File: src/rtl/point_test_pkg.sv
// Shared types and constants for the point-test sideband arbitration logic.
package point_test_pkg;

    localparam int unsigned MSG_W  = 4;
    localparam int unsigned DATA_W = 16;

    typedef enum logic [1:0] {
        IDLE           = 2'd0,
        ISSUE          = 2'd1,
        WAIT_BUSY_FALL = 2'd2,
        GUARD          = 2'd3
    } state_e;

    localparam logic REQ_TX = 1'b0;
    localparam logic REQ_RX = 1'b1;

    // Sideband message codes exchanged by the point-test FSMs
    localparam logic [MSG_W-1:0] MSG_NOP      = 4'b0000;
    localparam logic [MSG_W-1:0] MSG_PT_REQ   = 4'b0001;
    localparam logic [MSG_W-1:0] MSG_PT_RESP  = 4'b0010;
    localparam logic [MSG_W-1:0] MSG_PT_START = 4'b0011;
    localparam logic [MSG_W-1:0] MSG_PT_DONE  = 4'b0100;
    localparam logic [MSG_W-1:0] MSG_PT_ERR   = 4'b1111;

    typedef struct packed {
        logic [MSG_W-1:0]  msg;
        logic [DATA_W-1:0] data;
    } sb_msg_t;

endpackage

File: src/rtl/sb_busy_edge_det.sv
// Registers the serializer busy line and flags its rising and falling edges.
module sb_busy_edge_det (
    input  logic clk,
    input  logic rst_n,
    input  logic i_busy,
    output logic o_rise_c,
    output logic o_fall_c
);

    logic busy_q;

    always_ff @(posedge clk or negedge rst_n) begin
        if (!rst_n) begin
            busy_q <= 1'b0;
        end else begin
            busy_q <= i_busy;
        end
    end

    assign o_rise_c = i_busy & ~busy_q;
    assign o_fall_c = ~i_busy & busy_q;

endmodule

File: src/rtl/point_test_sb_arbiter.sv
// Arbitrates the single sideband TX port between the point-test TX requester
// and the RX responder, holding the grant until the serializer finishes.
module point_test_sb_arbiter
    import point_test_pkg::*;
#(
    parameter bit          RR_EN     = 1'b0,
    parameter int unsigned TIMEOUT_W = 10
) (
    input  logic              clk,
    input  logic              rst_n,
    input  logic              i_tx_valid,
    input  logic [MSG_W-1:0]  i_tx_encoded_msg,
    input  logic [DATA_W-1:0] i_tx_data,
    input  logic              i_rx_valid,
    input  logic [MSG_W-1:0]  i_rx_encoded_msg,
    input  logic [DATA_W-1:0] i_rx_data,
    input  logic              i_sb_busy,
    output logic              o_sb_valid,
    output logic [MSG_W-1:0]  o_sb_encoded_msg,
    output logic [DATA_W-1:0] o_sb_data,
    output logic              o_sb_src,
    output logic              o_tx_done,
    output logic              o_rx_done,
    output logic              o_timeout
);

    // Abort fires on the edge that moves the counter onto all-ones
    localparam logic [TIMEOUT_W-1:0] CNT_LAST = ~TIMEOUT_W'(1);

    state_e                 state_q, state_d;
    sb_msg_t                payload_q, payload_d;
    logic                   src_q, src_d;
    logic                   sb_valid_q, sb_valid_d;
    logic                   tx_done_q, tx_done_d;
    logic                   rx_done_q, rx_done_d;
    logic                   timeout_q, timeout_d;
    logic [TIMEOUT_W-1:0]   cnt_q, cnt_d;
    logic                   rr_ptr_q, rr_ptr_d;
    logic                   win;
    logic                   busy_rise, busy_fall;
    logic                   issue_start;

    sb_busy_edge_det u_busy_edge (
        .clk      (clk),
        .rst_n    (rst_n),
        .i_busy   (i_sb_busy),
        .o_rise_c (busy_rise),
        .o_fall_c (busy_fall)
    );

    // A fresh rise, or busy already high when ISSUE is entered, both start the transfer
    assign issue_start = busy_rise | i_sb_busy;

    always_comb begin
        state_d    = state_q;
        payload_d  = payload_q;
        src_d      = src_q;
        sb_valid_d = sb_valid_q;
        tx_done_d  = 1'b0;
        rx_done_d  = 1'b0;
        timeout_d  = 1'b0;
        cnt_d      = cnt_q;
        rr_ptr_d   = rr_ptr_q;

        win = REQ_TX;
        if (i_tx_valid && i_rx_valid) begin
            win = RR_EN ? rr_ptr_q : REQ_TX;
        end else if (i_rx_valid) begin
            win = REQ_RX;
        end

        case (state_q)
            IDLE: begin
                cnt_d = '0;
                if (i_tx_valid || i_rx_valid) begin
                    src_d          = win;
                    payload_d.msg  = (win == REQ_RX) ? i_rx_encoded_msg : i_tx_encoded_msg;
                    payload_d.data = (win == REQ_RX) ? i_rx_data : i_tx_data;
                    sb_valid_d     = 1'b1;
                    state_d        = ISSUE;
                    if (RR_EN && i_tx_valid && i_rx_valid) begin
                        rr_ptr_d = ~win;
                    end
                end
            end
            ISSUE, WAIT_BUSY_FALL: begin
                cnt_d = cnt_q + TIMEOUT_W'(1);
                if (cnt_q == CNT_LAST) begin
                    timeout_d  = 1'b1;
                    sb_valid_d = 1'b0;
                    state_d    = IDLE;
                end else if (state_q == ISSUE) begin
                    if (issue_start) begin
                        sb_valid_d = 1'b0;
                        state_d    = WAIT_BUSY_FALL;
                    end
                end else if (busy_fall) begin
                    tx_done_d = (src_q == REQ_TX);
                    rx_done_d = (src_q == REQ_RX);
                    state_d   = GUARD;
                end
            end
            GUARD: begin
                cnt_d   = '0;
                state_d = IDLE;
            end
            default: state_d = IDLE;
        endcase
    end

    always_ff @(posedge clk or negedge rst_n) begin
        if (!rst_n) begin
            state_q    <= IDLE;
            payload_q  <= '0;
            src_q      <= REQ_TX;
            sb_valid_q <= 1'b0;
            tx_done_q  <= 1'b0;
            rx_done_q  <= 1'b0;
            timeout_q  <= 1'b0;
            cnt_q      <= '0;
            rr_ptr_q   <= REQ_TX;
        end else begin
            state_q    <= state_d;
            payload_q  <= payload_d;
            src_q      <= src_d;
            sb_valid_q <= sb_valid_d;
            tx_done_q  <= tx_done_d;
            rx_done_q  <= rx_done_d;
            timeout_q  <= timeout_d;
            cnt_q      <= cnt_d;
            rr_ptr_q   <= rr_ptr_d;
        end
    end

    assign o_sb_valid       = sb_valid_q;
    assign o_sb_encoded_msg = payload_q.msg;
    assign o_sb_data        = payload_q.data;
    assign o_sb_src         = src_q;
    assign o_tx_done        = tx_done_q;
    assign o_rx_done        = rx_done_q;
    assign o_timeout        = timeout_q;

endmodule
File: config.mk
export PLATFORM = sky130hd
export DESIGN_NAME = point_test_sb_arbiter
export DESIGN_NICKNAME = d
export VERILOG_FILES = /design/src/rtl/point_test_pkg.sv /design/src/rtl/sb_busy_edge_det.sv /design/src/rtl/point_test_sb_arbiter.sv
export SDC_FILE = /design/constraint.sdc
export NUM_CORES = 1
export LEC_CHECK = 0
export ABC_AREA = 1
export BUFFER_PORTS_ARGS = -buffer_cell sky130_fd_sc_hd__buf_2
export CAP_MARGIN = 10
export CORE_AREA = 3 3 76 57
export DETAILED_ROUTE_END_ITERATION = 16
export DIE_AREA = 0 0 79 60
export PLACE_DENSITY = 0.92
export SYNTH_ARGS = -nofsm -noshare
export SYNTH_HDL_FRONTEND = slang
export SYNTH_SLANG_ARGS = --single-unit
File: constraint.sdc
create_clock -name clk -period 2.2 [get_ports clk]
set_input_delay 0.44 -clock clk [delete_from_list [all_inputs] [get_ports clk]]
set_output_delay 0.44 -clock clk [all_outputs]
set_load 0.02 [all_outputs]
* After elaboration in Yosys (flattened, before gate mapping)
Index checks and enable logic that the tools add are counted.
Widths: inputs -> output; s select.
** Operators by class
- Add/sub/neg operators :: 1
- Equality and inequality tests :: 9
- Mux-type cells :: 26
- Bitwise logic cells :: 6
- Reductions and logical operators :: 9
** Operators with widths (number)
- $pmux 10 s2 :: 1
- $mux 1 :: 16
- $mux 16 :: 1
- $add 10x1->10 const B :: 1
- $eq 10x10->1 const B :: 1
- $mux 2 :: 5
- $ne 4x4->1 const B :: 2
- $ne 3x3->1 const B :: 2
- $pmux 2 s3 :: 1
- $eq 2x2->1 const B :: 2
- $mux 4 :: 1
- $reduce_and 4->1 :: 1
- $reduce_or 2->1 :: 2
- $not 1->1 :: 3
- $reduce_and 3->1 :: 1
- $and 1x1->1 :: 2
- $eq 2x1->1 const B :: 1
- $logic_not 2->1 :: 1
- $ne 2x2->1 const B :: 1
- $pmux 1 s2 :: 1
- $reduce_and 2->1 :: 1
- $reduce_bool 2->1 :: 1
- $logic_and 1x1->1 :: 1
- $logic_or 1x1->1 :: 1
- $or 1x1->1 :: 1
** Word-level totals
- Bits in registers :: 38
- Input bits :: 45
- Output and inout bits :: 25
- Logic and storage cells :: 61

* Logic depth before layout (Yosys ltp)
Gate-level depths: netlist of the first run.
- Word-level depth :: 7
- Gate-level depth with buffers :: 9

* Hierarchy
From an unflattened synthesis of the first run, not the netlist that was laid out.
** Second synthesis, totals
- Cell total of the unflattened synthesis :: 223
- Area, all modules :: 1898.1 µm²
** Modules (own cells, without submodules)
- point_test_sb_arbiter :: times used 1, cells each 218, area each 1858.0 µm², seq. area each 925.9 µm²
- sb_busy_edge_det :: times used 1, cells each 5, area each 40.0 µm², seq. area each 25.0 µm²

* Worst setup path after synthesis of the first run
OpenSTA, ideal clock, no wires.
- Path kind :: reg2reg
- Start :: register state_q[0]
- End :: register sb_valid_q (netlist: o_sb_valid)
- Library setup time :: 84 ps
- Data arrival time :: 1197 ps
- Slack :: 919 ps
- Cell stages (with the launch flop) :: 6
- Path buffers :: 1
- Path through :: dfrtp_1 -> inv_1 -> ha_1 -> buf_2 -> o21bai_1 -> a21boi_0
** On the way
- Longest elaborated chain between the ends :: 4
- Elaborated cells between the ends (all ways) :: 10
** Ends and longest elaborated chain
- from (decl) :: RTL line point_test_sb_arbiter.sv:30 : state_e state_q, state_d;
- from (signal assigned) :: RTL line point_test_sb_arbiter.sv:123 : state_q <= state_d;
- $eq 2x1->1 or $eq 2x2->1 (tied branches) :: RTL line point_test_sb_arbiter.sv:72, point_test_sb_arbiter.sv:92
- $reduce_or 2->1 :: RTL line point_test_sb_arbiter.sv:72 : case (state_q)
- $ne 3x3->1 (no line) or $reduce_bool 2->1 (tied branches)
- $reduce_and 4->1 (no line)
- to (signal assigned) :: RTL line point_test_sb_arbiter.sv:126 : sb_valid_q <= sb_valid_d;
- to (decl) :: RTL line point_test_sb_arbiter.sv:33 : logic sb_valid_q, sb_valid_d;
Several ways; a longest one is shown, not always the timed one.
A chain may end at the register's enable or synchronous reset.

* Final worst setup path of the first run
- Start :: register state_q[0]
- End :: register payload_q (netlist bit o_sb_data[15])
** On the way
- Longest elaborated chain between the ends :: 2
** Ends and longest elaborated chain
- $logic_not 2->1 :: RTL line point_test_sb_arbiter.sv:72
- $reduce_and 2->1 (no line)
- to (signal assigned) :: RTL line point_test_sb_arbiter.sv:124 : payload_q <= payload_d;
- to (decl) :: RTL line point_test_sb_arbiter.sv:31 : sb_msg_t payload_q, payload_d;
No other way between the ends.

==> results of run 1 <==
==> registers in the layout (all words and copies together), names as in the netlist <==
signal,flops
cnt_q,10
o_rx_done,1
o_sb_data,16
o_sb_encoded_msg,4
o_sb_src,1
o_sb_valid,1
o_timeout,1
o_tx_done,1
state_q,2
u_busy_edge.busy_q,1
==> placed cells by master (no fill, tap or decap), drive strengths merged <==
master | Yosys | final
nor3 | 5 | 5
a21oi | 7 | 7
ha | 7 | 7
a21boi | 1 | 1
nand2 | 48 | 48
nor2 | 35 | 35
o21bai | 1 | 1
clkbuf | 0 | 5
clkinv | 0 | 2
dfrtp | 38 | 38
and2 | 1 | 1
inv | 20 | 20
nand3 | 8 | 8
bufinv | 0 | 1
o21ai | 45 | 45
buf | 9 | 71
or2 | 1 | 1
==> cells in the mapped netlist <==
| library cell | number |
|---|---|
| o21bai_1 | 1 |
| dfrtp_1 | 38 |
| nand2_2 | 2 |
| o21ai_2 | 2 |
| nor2_4 | 1 |
| o21ai_0 | 22 |
| nor3_1 | 5 |
| o21ai_1 | 21 |
| a21oi_1 | 7 |
| nand3_1 | 5 |
| a21boi_0 | 1 |
| or2_2 | 1 |
| nand3_2 | 3 |
| nor2_2 | 4 |
| nand2_1 | 46 |
| nor2_1 | 30 |
| inv_1 | 15 |
| and2_4 | 1 |
| ha_1 | 7 |
| inv_2 | 5 |
| buf_2 | 9 |
==> metrics by stage <==
stage          std cells  worst slack, ns  cell area (µm²)  power [mW]  util, %
5_1_grt              346           0.3675             2357       3.313    66.24
4_1_cts              346           0.5707             2357       3.075    66.24
2_1_floorplan        226           0.9187             1871       2.059        -
3_3_place_gp         338           0.6947             2248       2.418    63.19
3_5_place_dp         338           0.5989             2248       2.493    63.19
6_report             346           0.5495             2357       3.058    66.24
==> power groups by stage <==
stage                     logic (mW)  registers, mW  clock network, mW
after floorplan                0.712           1.35                  0
after global placement          1.31           1.10                  0
after detailed placement        1.38           1.11                  0
after CTS                       1.38           1.11              0.583
after global routing            1.54           1.15              0.620
final                           1.37           1.11              0.572
==> cell families (layout without fill, tap and decap cells) <==
kind of cell	count (synthesis)	count (layout)	share of synthesized area [%]
simple gates	98	98	22.94
flops	38	38	50.84
buf+inv	29	99	6.421
compound gates	54	54	15.12
fa+ha+maj	7	7	4.682
==> worst reg2reg max path: cells and delay by family, from the launching register on <==
family | cells | cell delay [ns]
fa+ha+maj | 1 | 0.21
flops | 1 | 0.44
buf+inv | 2 | 0.51
compound gates | 3 | 0.43
==> cell type report <==
type                            instances  share of cell area (%)
Timing Repair Buffer                   71                   15.29
Multi-Input combinational cell        159                   33.92
Sequential cell                        38                   40.34
Tap cell                               50                   2.654
Inverter                               20                   3.185
Clock buffer                            5                   2.919
Clock inverter                          3                   1.699
==> metal layers <==
layer,GRT usage [%],routed length (µm)
met1,25.65,1906
met2,33.21,2100
met3,7.831,396
met4,6.127,96
met5,0,0
==> final timing paths <==
kind	from	to	slack [ns]
max	state_q[0]	o_sb_data[15]	0.55
min	rst_n	o_sb_data[6]	0.24
max in group asynchronous	rst_n	cnt_q[4]	1.44
min in group clk	i_sb_busy	u_busy_edge.busy_q	0.30
max reg2reg	state_q[0]	o_sb_data[15]	0.55
min reg2reg	o_sb_src	o_tx_done	0.49
==> results by group, run 1 <==
Detailed routing
  – Post-DR vias/cell: roughly 5
  – Routed wire per std cell: approximately 13 µm
  – Detailed-route via count: around 1700
  – 1st-iter DRT viols: slightly below 100
  – First drt pass iteration count: 4
  – Final wirelength: about 4500 µm
  – # DRC: 0
  – ANT nets after route: 0

Yosys
  – Flops & latches, synth: 38
  – Syn avg cell area: between 8 and 9 µm²
  – Post-Syn Area: between 0.0015 and 0.002 mm²
  – Yosys top cell by area: dfrtp_1
  – Synthesized Nets: 278
  – YS warnings: 0
  – Yosys cell types: 21
  – Share of the synthesized area in the top cell type: slightly above 50%
  – Most area-consuming cells after synthesis: dfrtp_1 51%, nand2_1 9.2%, nor2_1 6.0%
  – Sequential share of the synthesized area: slightly above 50%
  – Cells after Synth: 226

Setup path
  – Worst R2R Path Depth: 6
  – CP max-delay cell: dfrtp_1
  – Crit path capture type: flip-flop
  – Startpoint Class: flip-flop
  – Critical-path cell list: inv_1 -> ha_1 -> o21ai_2 -> inv_1 -> o21ai_0 -> o21ai_1
  – Worst Path Required: between 2 and 2.5 ns
  – Worst Path Buf+Inv: 2
  – Crit-path most repeated cell: inv_1
  – Stages on the worst setup path: 6
  – Worst EP arrival: 1.87 ns
  – CP Max Fanout: 20
  – Crit path kind: flip-flop to flip-flop
  – Largest stage delay on the critical path: 0.44 ns
  – CP delay by family, top: buffers and inverters

Timing
  – Final setup fails: 0
  – Final Max Tran Viols: 0
  – Final hold slack: ~0.24 ns
  – Period utilization: ~75%
  – Final hold violation count: 0
  – Fin crit period: ~1.7 ns
  – Highest achievable clock rate: a little over 0.6 GHz
  – Slew HR: approximately 45%
  – Unrepaired setup endpoints after global routing: no
  – Clock Skew: 0.005125 ns
  – Pin slew with the least headroom to its limit: a little over 0.8 ns
  – TNS Setup: 0 ns

GRT
  – First-pass GRT wire length: between 7000 and 8000 µm
  – Total grt overflow: 0
  – Initial antenna violation count: 0
  – GRT Total Usage: 20.45%
  – Pin count of the biggest net entering global routing: 39
  – Vias in the first global route: ~1600

Clocking
  – CTS tree: done
  – CTS Sinks: 38
  – Post-CTS resize count: 0
  – Worst-Skew Late Latency: between 0.2 and 0.3 ns
  – Clk root buf: clkbuf_8
  – Reg clk slew, reported paths: 0.07 ns
  – CTS Buffer Depth: 2
  – Postcts setup bufs: 0
  – CTS buffer count: 5
  – # H-tree levels: 2
  – Hold-fix buffers, CTS: 0

Floorplanning
  – Die W: 79 µm
  – Cell Rows: 18
  – Starting Density: 52.57%
  – Die ar.: approximately 0.0047 mm²
  – Placeable core area: around 0.0036 mm²
  – Die H: roughly 60 µm
  – Ports: 70

Placement
  – PortBufs: 69
  – Final HPWL DP: around 3400 µm
  – RePlAce Congestion: approximately 0.84

Pwr
  – Internal Power: approximately 1.8 mW
  – Leak Pwr: ~1.2 nW
  – Flop pwr share: between 30% and 40%
  – Comb pwr share: 44.9%
  – PD cells: between 1000 and 1500 mW/mm²
  – P_sw: ~1.3 mW
  – Worst VDD drop: between 0.0008 and 0.0009 V
  – Switching Fraction: 42.41%
  – Clk pwr share: a little under a fifth

Layout
  – Area of the multi-input gates: between 700 and 800 µm²
  – Area Growth Syn to Fin: 26.02%
  – Share of cells above drive strength 1: 33.11%
  – Fill count: a little under 300
  – Storage element area: 950.9 µm²
  – Layout Nets: approximately 350
  – Number of diodes: 0

Hold path
  – Hold crit path type: input port to asynchronous set/reset pin

Run
  – Max Cap Viol: 0

Run status
  – Status: finished, final reports clean
No activity file was read; power rests on OpenSTA's default activity.
==> run 2: changes to the inputs <==
--- a/config.mk
+++ b/config.mk
@@ -5,13 +5,13 @@
 export SDC_FILE = /design/constraint.sdc
 export NUM_CORES = 1
 export LEC_CHECK = 0
-export ABC_AREA = 1
+export ABC_AREA = 0
 export BUFFER_PORTS_ARGS = -buffer_cell sky130_fd_sc_hd__buf_2
 export CAP_MARGIN = 10
-export CORE_AREA = 3 3 76 57
+export CORE_AREA = 3 3 82 61
 export DETAILED_ROUTE_END_ITERATION = 16
-export DIE_AREA = 0 0 79 60
-export PLACE_DENSITY = 0.92
+export DIE_AREA = 0 0 85 64
+export PLACE_DENSITY = 0.84
 export SYNTH_ARGS = -nofsm -noshare
 export SYNTH_HDL_FRONTEND = slang
 export SYNTH_SLANG_ARGS = --single-unit
==> constraint.sdc (replaced) <==
create_clock -name clk -period 1.4 [get_ports clk]
set_input_delay 0.28 -clock clk [delete_from_list [all_inputs] [get_ports clk]]
set_output_delay 0.28 -clock clk [all_outputs]
set_load 0.02 [all_outputs]
==> results by group, run 2 <==
Yosys
  – Cells after Synth: between 150 and 200
  – Yosys top cell by area: dfrtp_1
  – Top-count cell post-synth: dfrtp_1
  – Post-synth EDFFs: 0
  – Adder-Cell Fraction of Synth Area: 4.775%
  – Compound-Gate Fraction of Synth Area: around 10%
  – Yosys cell types: 31
  – Largest family of logic cells by synthesized area: simple AND/OR/NAND/NOR gates
  – Sequential share of the synthesized area: between 50 and 60%
  – Synth async-reset ratio: 100.0%
  – XOR/XNOR Fraction of Synth Area: under 10%
  – Post-synthesis simple-gate area fraction: approximately 15%
  – Post-Syn Area: roughly 0.0018 mm²
  – Top cells by count, synth: 38 x dfrtp_1, 25 x nand2_1, 21 x o21ai_0, 20 x mux2i_1, 13 x nor2_1
  – Most area-consuming cells after synthesis: dfrtp_1 52%, mux2i_1 11%, o21ai_0 5.7%
  – Share of the synthesized area in the top cell type: 51.84%
  – YS warnings: 0
  – Syn avg cell area: 10.13 µm²
  – Synthesized Nets: ~230
  – Mux contribution to synthesized area: between 10% and 20%
  – Commonest register cell after synthesis: dfrtp_1
  – Flops & latches, synth: 38

Floorplanning
  – Cell Rows: 20
  – Placeable core area: 0.004279 mm²
  – Die H: roughly 64 µm
  – Ports: 70
  – Starting Density: a little over two fifths
  – Die W: approximately 85 µm
  – Die ar.: ~0.0054 mm²

Clocking
  – CTS buffer count: 5
  – CTS tree: done
  – Reg clk slew, reported paths: approximately 0.070 ns
  – # H-tree levels: 2
  – Clk root buf: clkbuf_8
  – CTS Sinks: 38
  – Worst-Skew Late Latency: about 0.28 ns
  – CTS Buffer Depth: 2

Detailed routing
  – Post-DR vias/cell: 4.914
  – ANT nets after route: 0
  – Detailed-route via count: between 1500 and 2000
  – 1st-iter DRT viols: 81
  – First drt pass iteration count: 4
  – Routed wire per std cell: around 12 µm
  – Final wirelength: around 4000 µm
  – # DRC: 0

Layout
  – Share of cells above drive strength 1: 40.22%
  – Filler-free cell count of the finished design: between 300 and 400
  – Finished Core Util: around 59%
  – Area of the multi-input gates: about 860 µm²
  – Number of flip-flops in the largest register: 16
  – Fill count: about 360
  – Number of diodes: 0
  – Commonest cells after routing, fill and taps aside: 69 x buf_2, 38 x dfrtp_1, 25 x nand2_1
  – Design area: roughly 0.0025 mm²
  – Commonest non-fill, non-tap cell in the layout: buf_2
  – Layout Nets: between 300 and 400
  – Area Growth Syn to Fin: 38.61%
  – Storage element area: ~950 µm²

Setup path
  – Critical-path cell list: buf_4 -> ha_1 -> nor2b_1 -> a211oi_2 -> a32oi_2 -> nand3_1
  – CP Max Fanout: 5
  – Crit path capture type: flip-flop
  – Largest stage delay on the critical path: between 0.3 and 0.4 ns
  – Worst Path Required: 1.62 ns
  – Crit path kind: flip-flop to flip-flop
  – CP max-delay cell: dfrtp_1
  – Startpoint Class: flip-flop
  – Worst EP arrival: 1.60 ns
  – Worst R2R Path Depth: 6

GRT
  – Initial antenna violation count: 0
  – GRT Total Usage: approximately 16%
  – Pin count of the biggest net entering global routing: 27
  – Vias in the first global route: ~1600
  – First-pass GRT wire length: between 7000 and 8000 µm
  – Total grt overflow: 0

Timing
  – Final hold violation count: 0
  – Clock Skew: 0.005806 ns
  – Fin crit period: 1.379 ns
  – Final Max Tran Viols: 0
  – Final setup fails: 0
  – Highest achievable clock rate: around 0.73 GHz
  – Pin slew with the least headroom to its limit: 0.3283 ns
  – Unrepaired setup endpoints after global routing: yes
  – Final hold slack: approximately 0.15 ns
  – Period utilization: 98.47%
  – Smallest setup slack after layout: around 0.021 ns
  – Slew HR: roughly 80%
  – TNS Setup: 0 ns

Pwr
  – Worst VDD drop: around 0.00095 V
  – Final Power: about 4.8 mW
  – Leak Pwr: approximately 1.3 nW
  – PD cells: 1895 mW/mm²

Placement
  – DP Cell Count: about 320
  – RePlAce Congestion: 0.8953
  – PortBufs: 69
  – Placed cell area: about 0.0024 mm²
  – Final HPWL DP: about 3200 µm
  – Worst slack, placed: -0.05264 ns

Run
  – Max Cap Viol: 0

Hold path
  – Hold crit path type: input port to flip-flop
  – Hold depth: 1

Run status
  – Status: finished, final reports clean
run 2: power by group:
group	internal [mW]	total (mW)	switching, mW
Clock	0.397	0.749	0.353
Combinational	0.996	2.38	1.39
Sequential	1.49	1.69	0.196
run 2: path summary, 6_finish.rpt:
path,from,end,slack (ns)
worst max-delay path,state_q[0],state_q[0],0.02
worst min-delay path,i_sb_busy,u_busy_edge.busy_q,0.15
worst max register to register,state_q[0],state_q[0],0.02
worst min register to register,o_sb_data[0],o_sb_data[0],0.47
max in group asynchronous,rst_n,o_timeout,0.55
min in group asynchronous,rst_n,o_sb_data[0],0.42
run 2: metal layers:
metal	GRT usage [%]	part of all wire [%]	routed length (µm)	up-vias
li1	-	-	-	794
met1	19.88	46	1839	742
met2	25.78	45	1811	60
met3	4.381	7.1	285	6
met4	7.312	1.6	64	0
met5	0	0	0	-
run 2: logic make-up after synthesis:
| kind of cell | after synthesis |
|---|---|
| adders and majority gates | 7 |
| xor gates and xnor gates | 7 |
| DFF | 38 |
| buffers and inverters | 16 |
| muxes | 20 |
| and+or+nand+nor | 61 |
| AOI/OAI and AO/OA | 32 |
run 2: cell type report:
type	instances	share of cell area, %
Clock buffer	7	3.396
Clock inverter	1	0.1969
Inverter	8	1.181
Multi-Input combinational cell	127	33.76
Sequential cell	38	37.40
Tap cell	55	2.707
Timing Repair Buffer	90	21.36
run 2: what timing repair did:
| action | 4_1_cts | 5_1_grt |
|---|---|---|
| pin swaps | 1 | 1 |
| setup endpoints to repair | 1 | 3 |
| gates resized for setup | 1 | 3 |
| buffers inserted | 1 | 1 |
| hold endpoints to repair | 13 | 0 |
| hold buffers | 1 | 0 |
run 2: worst max-delay path: cells and delay by family, from the launching register on:
kind / cells / cell delay (ns)
AO/OA/AOI/OAI: 2 / 0.36
adder cells (fa/ha/maj): 1 / 0.18
buffers and inverters: 1 / 0.17
flip-flops: 1 / 0.39
AND/OR/NAND/NOR: 2 / 0.22
